==> src/rtl/dmem_arbiter_pkg.sv <==
//------------------------------------------------------------------------------
// Module  : dmem_arbiter_pkg
// Brief   : Shared types and constants for the data-memory arbiter.
// Revision: 1.0 - initial release
//------------------------------------------------------------------------------
`timescale 1ns/1ps
`default_nettype none

package dmem_arbiter_pkg;

  // Arbiter FSM: free arbitration, or m1 holding the port via its lock hint
  typedef enum logic {
    ARB     = 1'b0,
    LOCK_M1 = 1'b1
  } arb_state_e;

  // Requester identity, used for read ownership and the round-robin flop
  typedef enum logic {
    M0 = 1'b0,
    M1 = 1'b1
  } req_id_e;

  // Start of the MMIO window; m1 accesses at or above it are blocked
  localparam logic [31:0] MMIO_BASE = 32'h8000_0000;

  // Load/store format codes (funct3)
  localparam logic [2:0] F3_LB  = 3'b000;
  localparam logic [2:0] F3_LH  = 3'b001;
  localparam logic [2:0] F3_LW  = 3'b010;
  localparam logic [2:0] F3_LBU = 3'b100;
  localparam logic [2:0] F3_LHU = 3'b101;

endpackage

`default_nettype wire

==> src/rtl/dmem_arbiter.sv <==
//------------------------------------------------------------------------------
// Module  : dmem_arbiter
// Brief   : Two-requester arbiter for a single data-memory port. m0 is the
//           core, m1 a loader/debug master with a lock hint and a blocked
//           MMIO window. Grants are combinational; read data returns one
//           cycle after the grant to the requester that owned the read.
// Config  : DMEM_ARB_RR_EN - round-robin conflict resolution (default: m0
//           always wins conflicts in ARB).
// Revision: 1.0 - initial release
//------------------------------------------------------------------------------
`timescale 1ns/1ps
`default_nettype none

module dmem_arbiter #(
  parameter int XLEN = 32,
  parameter int ALEN = 32
) (
  input  logic            clk,
  input  logic            rst_n,
  // core requester
  input  logic            m0_req,
  input  logic            m0_we,
  input  logic [3:0]      m0_be,
  input  logic [2:0]      m0_funct3,
  input  logic [ALEN-1:0] m0_addr,
  input  logic [XLEN-1:0] m0_wdata,
  output logic            m0_gnt,
  output logic            m0_rvalid,
  output logic [XLEN-1:0] m0_rdata,
  // loader/debug requester
  input  logic            m1_req,
  input  logic            m1_we,
  input  logic            m1_lock,
  input  logic [3:0]      m1_be,
  input  logic [2:0]      m1_funct3,
  input  logic [ALEN-1:0] m1_addr,
  input  logic [XLEN-1:0] m1_wdata,
  output logic            m1_gnt,
  output logic            m1_rvalid,
  output logic            m1_err,
  output logic [XLEN-1:0] m1_rdata,
  // memory port
  output logic            mem_write,
  output logic [3:0]      mem_be,
  output logic [2:0]      mem_funct3,
  output logic [ALEN-1:0] mem_addr,
  output logic [XLEN-1:0] mem_wdata,
  input  logic [XLEN-1:0] mem_rdata
);

  import dmem_arbiter_pkg::*;

  arb_state_e state, state_nxt;
  logic       rd_pend;   // a read was granted last cycle
  req_id_e    rd_owner;  // who owns the returning read
  logic       rd_blk;    // the returning read was a blocked MMIO access
  logic       m1_mmio;

`ifdef DMEM_ARB_RR_EN
  req_id_e    last_grant;
`endif

  // MMIO space is the upper half of the address map (MMIO_BASE)
  assign m1_mmio = m1_addr[ALEN-1];

  // Grant selection and next-state logic; nothing is granted while in reset
  always_comb begin
    m0_gnt    = 1'b0;
    m1_gnt    = 1'b0;
    state_nxt = state;
    if (rst_n) begin
      case (state)
        ARB: begin
          if (m0_req && m1_req) begin
`ifdef DMEM_ARB_RR_EN
            if (last_grant == M1) m0_gnt = 1'b1;
            else                  m1_gnt = 1'b1;
`else
            m0_gnt = 1'b1;
`endif
          end else begin
            m0_gnt = m0_req;
            m1_gnt = m1_req;
          end
          if (m1_gnt && m1_lock) state_nxt = LOCK_M1;
        end
        LOCK_M1: begin
          m1_gnt = m1_req;
          if (!m1_lock) state_nxt = ARB;
        end
        default: state_nxt = ARB;
      endcase
    end
  end

  // Route the granted requester onto the memory port; blocked MMIO is zeroed
  always_comb begin
    mem_write  = 1'b0;
    mem_be     = '0;
    mem_funct3 = '0;
    mem_addr   = '0;
    mem_wdata  = '0;
    if (m0_gnt) begin
      mem_write  = m0_we;
      mem_be     = m0_be;
      mem_funct3 = m0_funct3;
      mem_addr   = m0_addr;
      mem_wdata  = m0_wdata;
    end else if (m1_gnt && !m1_mmio) begin
      mem_write  = m1_we;
      mem_be     = m1_be;
      mem_funct3 = m1_funct3;
      mem_addr   = m1_addr;
      mem_wdata  = m1_wdata;
    end
  end

  assign m1_err = m1_gnt & m1_mmio;

  // Read return steering; a blocked m1 read completes with zero data
  always_comb begin
    m0_rvalid = rd_pend && (rd_owner == M0);
    m1_rvalid = rd_pend && (rd_owner == M1);
    m0_rdata  = m0_rvalid ? mem_rdata : '0;
    m1_rdata  = (m1_rvalid && !rd_blk) ? mem_rdata : '0;
  end

  // FSM state register
  always_ff @(posedge clk or negedge rst_n) begin
    if (!rst_n) state <= ARB;
    else        state <= state_nxt;
  end

  // Track the outstanding read so returns follow grant order
  always_ff @(posedge clk or negedge rst_n) begin
    if (!rst_n) begin
      rd_pend  <= 1'b0;
      rd_owner <= M0;
      rd_blk   <= 1'b0;
    end else begin
      rd_pend  <= (m0_gnt && !m0_we) || (m1_gnt && !m1_we);
      rd_owner <= m1_gnt ? M1 : M0;
      rd_blk   <= m1_gnt && m1_mmio;
    end
  end

`ifdef DMEM_ARB_RR_EN
  // Remember the most recent winner for round-robin fairness
  always_ff @(posedge clk or negedge rst_n) begin
    if (!rst_n)      last_grant <= M1;
    else if (m0_gnt) last_grant <= M0;
    else if (m1_gnt) last_grant <= M1;
  end
`endif

endmodule

`default_nettype wire

==> config.mk <==
export PLATFORM = sky130hd
export DESIGN_NAME = dmem_arbiter
export DESIGN_NICKNAME = d
export VERILOG_FILES = /design/src/rtl/dmem_arbiter_pkg.sv /design/src/rtl/dmem_arbiter.sv
export SDC_FILE = /design/constraint.sdc
export NUM_CORES = 1
export LEC_CHECK = 0
export ABC_AREA = 1
export BUFFER_PORTS_ARGS = -buffer_cell sky130_fd_sc_hd__buf_2
export CORE_AREA = 2 2 124 126
export DETAILED_ROUTE_END_ITERATION = 12
export DIE_AREA = 0 0 126 128
export SLEW_MARGIN = 25
export SYNTH_ARGS = -nofsm -noshare
export SYNTH_HDL_FRONTEND = slang
export SYNTH_SLANG_ARGS = --single-unit
export TNS_END_PERCENT = 20
==> constraint.sdc <==
create_clock -name clk -period 1.1 [get_ports clk]
set_input_delay 0.165 -clock clk [delete_from_list [all_inputs] [get_ports clk]]
set_output_delay 0.165 -clock clk [all_outputs]
set_load 0.05 [all_outputs]
==> results of run 1 <==
[what timing repair did]
action                                  in CTS  in global routing
pin swaps                                   15                  2
hold buffers                                 2                  0
buffers inserted                             2                  0
cloned                                       1                  1
endpoints found under the hold margin        4                  0
resized for setup                          300                 20
endpoints found under the setup margin     144                144
[worst reg2reg max path, stage by stage (launching register included)]
cell     delay (ns)
dfrtp_1        0.33
inv_2          0.05
nand2_4        0.08
buf_4          0.22
nand2_4        0.09
buf_4          0.14
o21ai_2        0.15
[power by group]
| part | switching [mW] | leakage (nW) | internal, mW |
|---|---|---|---|
| Clock | 0.104 | 0.0370 | 0.465 |
| Sequential | 0.00413 | 0.0536 | 0.157 |
| Combinational | 1.67 | 2.84 | 1.03 |
| Total | 1.77 | 2.93 | 1.65 |
[cell type report]
cell class | count | area (um^2) | share of cell area [%]
well taps | 188 | 235.2 | 4.294
multi-input cells | 290 | 1827 | 33.35
inverters | 41 | 153.9 | 2.810
repair buffers | 355 | 3087 | 56.35
flip-flops and latches | 4 | 100.1 | 1.827
clock buffers | 3 | 75.07 | 1.370
[metrics by stage]
| step | area, um^2 | setup slack (ns) | TNS, ns |
|---|---|---|---|
| after floorplan | 2301 | -0.2966 | -34.06 |
| after global placement | 4304 | -0.4474 | -41.74 |
| after detailed placement | 4304 | -0.4490 | -43.43 |
| after CTS | 5380 | -0.5536 | -63.79 |
| after global routing | 5478 | -0.6169 | -73.25 |
| final | 5478 | -0.5320 | -62.73 |
[flip-flops by register name (all words and copies together), names as in the netlist]
name      count
rd_pend       1
state         1
rd_blk        1
rd_owner      1
[kinds of logic after synthesis]
| logic type | count (synthesis) |
|---|---|
| compound gates | 3 |
| buf+inv | 78 |
| flops | 4 |
| simple gates | 287 |
[Yosys cell counts, drive strengths merged]
cell | number | area, um^2
buf | 34 | 229.0
inv | 41 | 153.9
clkbuf | 3 | 11.26
a21oi | 1 | 5.000
nand4 | 71 | 444.2
nor2 | 66 | 260.3
or2 | 2 | 12.51
o21ai | 2 | 10.01
nand2 | 147 | 554.3
dfrtp | 4 | 100.1
nor3b | 1 | 7.510
[path summary, 6_finish.rpt]
path | cells after the start | startpoint | end
worst max-delay path | 7 | state | mem_wdata[7]
worst min-delay path | 2 | m1_we | rd_pend
worst max register to register | 6 | state | rd_pend
worst min register to register | 2 | state | state
max in group asynchronous | 3 | rst_n | rd_owner
min in group asynchronous | 3 | rst_n | state
[routing by layer]
metal	track usage (%)	vias up
li1	-	1834
met1	15.71	1645
met2	26.47	210
met3	2.379	18
met4	3.555	0
met5	0	-
==> reports/qor.txt, run 1 <==
outcome -> finished with violations
violated checks -> setup timing
met3 WL -> 940 um
Buf+Inv Stages, Crit Path -> 3
clk_skew -> 0.0008034 ns
slowest CP cell -> dfrtp_1
Power Density -> 624.8 nW/um^2
core area -> 14860 um^2
most used cell, CP -> nand2_1
final net count -> 876
Gate Count Post-Synth -> 372
post-layout util -> 36.85%
met2 routed WL -> 6578 um
WL final -> 12310 um
most common cell after layout, fill and taps aside -> buf_2
critical path required time -> 0.94 ns
unrepaired setup endpoints after global routing -> true
Slew @ Worst Pin -> 0.2546 ns
Max Freq -> 612.8 MHz
clock sink count -> 4
top sig layer -> met4
Die H -> 128 um
Slew Limit Fails -> 0
# port buffers -> 321
simple-gate area share of the yosys netlist -> 71.52%
Tcrit/Tclk final -> 148.4%
most frequent cells in the layout -> buf_2 (181), nand2_1 (128), buf_6 (111)
fraction of layout cells with a size suffix above 1 -> 64.79%
I/O pin count -> 322
Post-Synthesis Mean Instance Area -> 4.806 um^2
GRT overflow -> 0
chip width -> 126 um
Placed Cells incl. Taps -> 872
H-tree Lvls -> 1
Cell Area, Synth -> 1788 um^2
Post-route DRC -> 0
kind of cell adding the most delay to the critical path -> buffers and inverters
setup violators final -> 143
Via density -> 4.208
die area -> 16130 um^2
Initial Utilization -> 12.03%
max incr delay on CP -> 0.37 ns
Non-Filler Instances -> 881
area grow syn2layout -> 206.4%
Clock Tree Buf Depth -> 2
clk slew on worst S/H paths -> 0.03 ns
WP data arrival -> 1.47 ns
Synth Area in Adders -> 0%
Setup crit end kind -> output pin
first-pass GRT wire length -> 18170 um
number of DRC markers in iteration 0 -> 178
post-synthesis register bit count -> 4
Period minus WS final -> 1.632 ns
Max-Cap Viols -> 0
total number of vias -> 3707
Hold WS -> 0.1731 ns
wire length per cell -> 13.97 um
critical path peak fanout -> 41
met1 WL -> 4629 um
post-detail-place hpwl -> 9105 um
vias in the first global route -> 3572
Worst R2R Setup Slack -> -0.04 ns
CTS tree -> done
largest net degree at the start of global routing -> 42
Syn Nets -> 553
Worst Hold Class -> primary input to flop
kind of critical path -> flop to output pin
leakage power -> 2.930 nW
GR Util All Layers -> 13.80%
# diodes -> 0
CP Launch Type -> flop
Tot Pwr -> 3.423 mW
Worst Slack Setup Final -> -0.5320 ns
FP Rows -> 45
sequential fraction of the synthesis area -> 5.598%
Synth warnings -> 0
main combinational cell family by area after synthesis -> simple AND/OR/NAND/NOR gates
ANT nets after route -> 0
Final Hold Vio Count -> 0
initial antenna violation count -> 0
CTS buffer count -> 3
Max-Slew Margin vs Limit -> 82.85%
distinct cell type count after synthesis -> 18
CP cell instances -> inv_2 -> nand2_4 -> nor2_4 -> buf_12 -> nand2_1 -> nand2_1 -> buf_6
Post-Synth XOR/XNOR Area -> 0%
mux share of post-synthesis cell area -> 0%
Detailed Routing Iterations Pass 1 -> 4
peak supply drop -> 0.3487 mV
root buf cell -> clkbuf_16
GP Congestion -> 0.7521
Skew-Pair Late Insertion Delay -> 0.22 ns
post-synthesis compound-gate area fraction -> 0.8397%
Fillers -> 1519
No activity file was read; power rests on OpenSTA's default activity.
==> inputs of run 2 (changes only) <==
==> constraint.sdc (replaced) <==
create_clock -name clk -period 1.1 [get_ports clk]
set_input_delay 0.165 -clock clk [delete_from_list [all_inputs] [get_ports clk]]
set_output_delay 0.165 -clock clk [all_outputs]
set_load 0.02 [all_outputs]
==> reports/qor.txt, run 2 (synthesis results as in run 1) <==
Initial Utilization -> 12.03% (unchanged)
CP startpoint -> state (unchanged)
setup violators final -> 141 (was 143)
largest net degree at the start of global routing -> 54 (was 42)
WP data arrival -> 1.51 ns (was 1.47 ns)
peak supply drop -> 0.4490 mV (was 0.3487 mV)
CTS tree -> done (unchanged)
Setup crit end kind -> output pin (unchanged)
most common cell after layout, fill and taps aside -> buf_2 (unchanged)
# port buffers -> 321 (unchanged)
GP Congestion -> 0.7650 (was 0.7521)
combinational fraction of design power -> 76.6% (was 78.7%)
internal power -> 1.742 mW (was 1.648 mW)
Worst R2R Setup Slack -> -0.20 ns (was -0.04 ns)
number of DRC markers in iteration 0 -> 141 (was 178)
CP cell instances -> inv_2 -> nand2_4 -> nor2_4 -> buf_6 -> buf_12 -> buf_16 -> nand2_2 -> nand2_2 -> buf_6 (was inv_2 -> nand2_4 -> nor2_4 -> buf_12 -> nand2_1 -> nand2_1 -> buf_6)
slowest CP cell -> dfrtp_1 (unchanged)
routing usage on met2 -> 28.15% (was 26.47%)
Slew @ Worst Pin -> 0.2547 ns (was 0.2546 ns)
Die H -> 128 um (unchanged)
Power Density -> 528.3 nW/um^2 (was 624.8 nW/um^2)
GR Util All Layers -> 14.44% (was 13.80%)
critical path required time -> 0.94 ns (about the same)
Tcrit/Tclk final -> 152.5% (was 148.4%)
Buf+Inv Stages, Crit Path -> 5 (was 3)
core area -> 14860 um^2 (unchanged)
CTS buffer count -> 3 (unchanged)
Post-route DRC -> 0 (unchanged)
unrepaired setup endpoints after global routing -> true (unchanged)
design area -> 5828 um^2 (was 5478 um^2)
Via density -> 4.271 (was 4.208)
CP Launch Type -> flop (unchanged)
leakage power -> 3.133 nW (was 2.930 nW)
Reg2Reg Depth -> 8 (was 6)
worst reg2reg path endpoint -> rd_pend (unchanged)
Detailed Routing Iterations Pass 1 -> 4 (unchanged)
critical path peak fanout -> 5 (was 41)
Slew Limit Fails -> 0 (unchanged)
wire length per cell -> 15.42 um (was 13.97 um)
max incr delay on CP -> 0.36 ns (was 0.37 ns)
violated checks -> setup timing (unchanged)
Skew-Pair Late Insertion Delay -> 0.22 ns (about the same)
vias in the first global route -> 3637 (was 3572)
FF-to-FF Start -> state (unchanged)
Worst Slack Setup Final -> -0.5776 ns (was -0.5320 ns)
Period minus WS final -> 1.678 ns (was 1.632 ns)
Worst Hold Class -> primary input to flop (unchanged)
GRT overflow -> 0 (unchanged)
sequential share of power -> 5.2% (was 4.7%)
kind of critical path -> flop to output pin (unchanged)
ANT nets after route -> 0 (unchanged)
outcome -> finished with violations (unchanged)
fraction of layout cells with a size suffix above 1 -> 72.23% (was 64.79%)
clock sink count -> 4 (unchanged)
FP Rows -> 45 (unchanged)
P_sw -> 1.337 mW (was 1.775 mW)
root buf cell -> clkbuf_16 (unchanged)
grt met1 use -> 16.33% (was 15.71%)
I/O pin count -> 322 (unchanged)
clk_skew -> 0.003779 ns (was 0.0008034 ns)
clk slew on worst S/H paths -> 0.03 ns (about the same)
Max Freq -> 596.1 MHz (was 612.8 MHz)
Critical Path Sink -> mem_funct3[1] (was mem_wdata[7])
Final Hold Vio Count -> 0 (unchanged)
cell count along the critical path -> 9 (was 7)
H-tree Lvls -> 1 (unchanged)
chip width -> 126 um (unchanged)
Clock Tree Buf Depth -> 2 (unchanged)
placed instance area -> 4234 um^2 (was 4304 um^2)
DP Worst Slack -> -0.3646 ns (was -0.4490 ns)
# diodes -> 0 (unchanged)
Max-Slew Margin vs Limit -> 83.02% (was 82.85%)
initial antenna violation count -> 1 (was 0)
WL final -> 13890 um (was 12310 um)
final net count -> 896 (was 876)
total number of vias -> 3848 (was 3707)
most frequent cells in the layout -> buf_2 (180), buf_6 (141), nand2_1 (79) (was buf_2 (181), nand2_1 (128), buf_6 (111))
first-pass GRT wire length -> 18980 um (was 18170 um)
die area -> 16130 um^2 (unchanged)
post-detail-place hpwl -> 9531 um (was 9105 um)
kind of cell adding the most delay to the critical path -> buffers and inverters (unchanged)
area grow syn2layout -> 226.0% (was 206.4%)
Clock power frac -> 18.2% (was 16.6%)
GRT met3 Usage -> 2.880% (was 2.379%)
Max-Cap Viols -> 0 (unchanged)
busiest grt layer -> met2 (unchanged)
Net Sw Frac -> 43.42% (was 51.85%)
## run 2: cell count changes in the layout (fill, tap and decap cells not counted), sizes merged
cell,change
clkbuf,+3
buf,+17
## run 2: worst min-delay path, cell delays in order
cell     delay (ns)
buf_2          0.08
o21ai_1        0.07
a21oi_1        0.11
## run 2: worst min path at each step
| stage | from | endpoint | slack, ns | depth (start not counted) |
|---|---|---|---|---|
| after floorplan | rst_n | rd_blk | -0.13 | 0 |
| final | m1_lock | state | 0.25 | 3 |
| after global placement | rst_n | state | 0.11 | 2 |
| after global routing | m1_lock | state | 0.27 | 3 |
| after CTS | m1_lock | state | 0.28 | 3 |
| after detailed placement | rst_n | state | 0.11 | 2 |
## run 2: area by class of cell
cell class / count / area (um^2)
clock buffer: 3 / 75.07
fill: 1495 / 9036
inverter: 41 / 153.9
multi-input combinational: 290 / 2044
sequential: 4 / 100.1
tap: 188 / 235.2
timing repair buffer: 375 / 3219
## run 2: power by group through the flow
stage / logic [mW] / clock network, mW / registers [mW]
final: 2.36 / 0.559 / 0.161
after global routing: 2.50 / 0.595 / 0.161
after CTS: 2.19 / 0.579 / 0.161
after detailed placement: 1.68 / 0 / 0.162
after global placement: 1.67 / 0 / 0.162
after floorplan: 0.932 / 0 / 0.161
## run 2: metrics by stage
step	power (mW)	hold slack, ns	util, %	instances	setup TNS [ns]
after floorplan	1.093	-0.1306	-	372	-12.02
after global placement	1.832	0.1087	28.48	878	-29.20
after detailed placement	1.838	0.1110	28.48	878	-29.76
after CTS	2.924	0.2774	37.06	892	-57.83
after global routing	3.259	0.2725	39.21	901	-69.15
final	3.079	0.2520	39.21	901	-60.58
## run 2: layer usage
metal	vias to the layer above	share of wire (%)
li1	1880	-
met1	1720	36
met2	234	55
met3	12	7.8
met4	2	1.1
met5	-	0.079
## run 2: repair_timing
item	CTS	global route
hold buffers	2	0
hold endpoints to repair	4	0
setup endpoints to repair	145	145
pin swaps	43	27
resized for setup	321	56
gates cloned	5	6
setup buffers	4	4
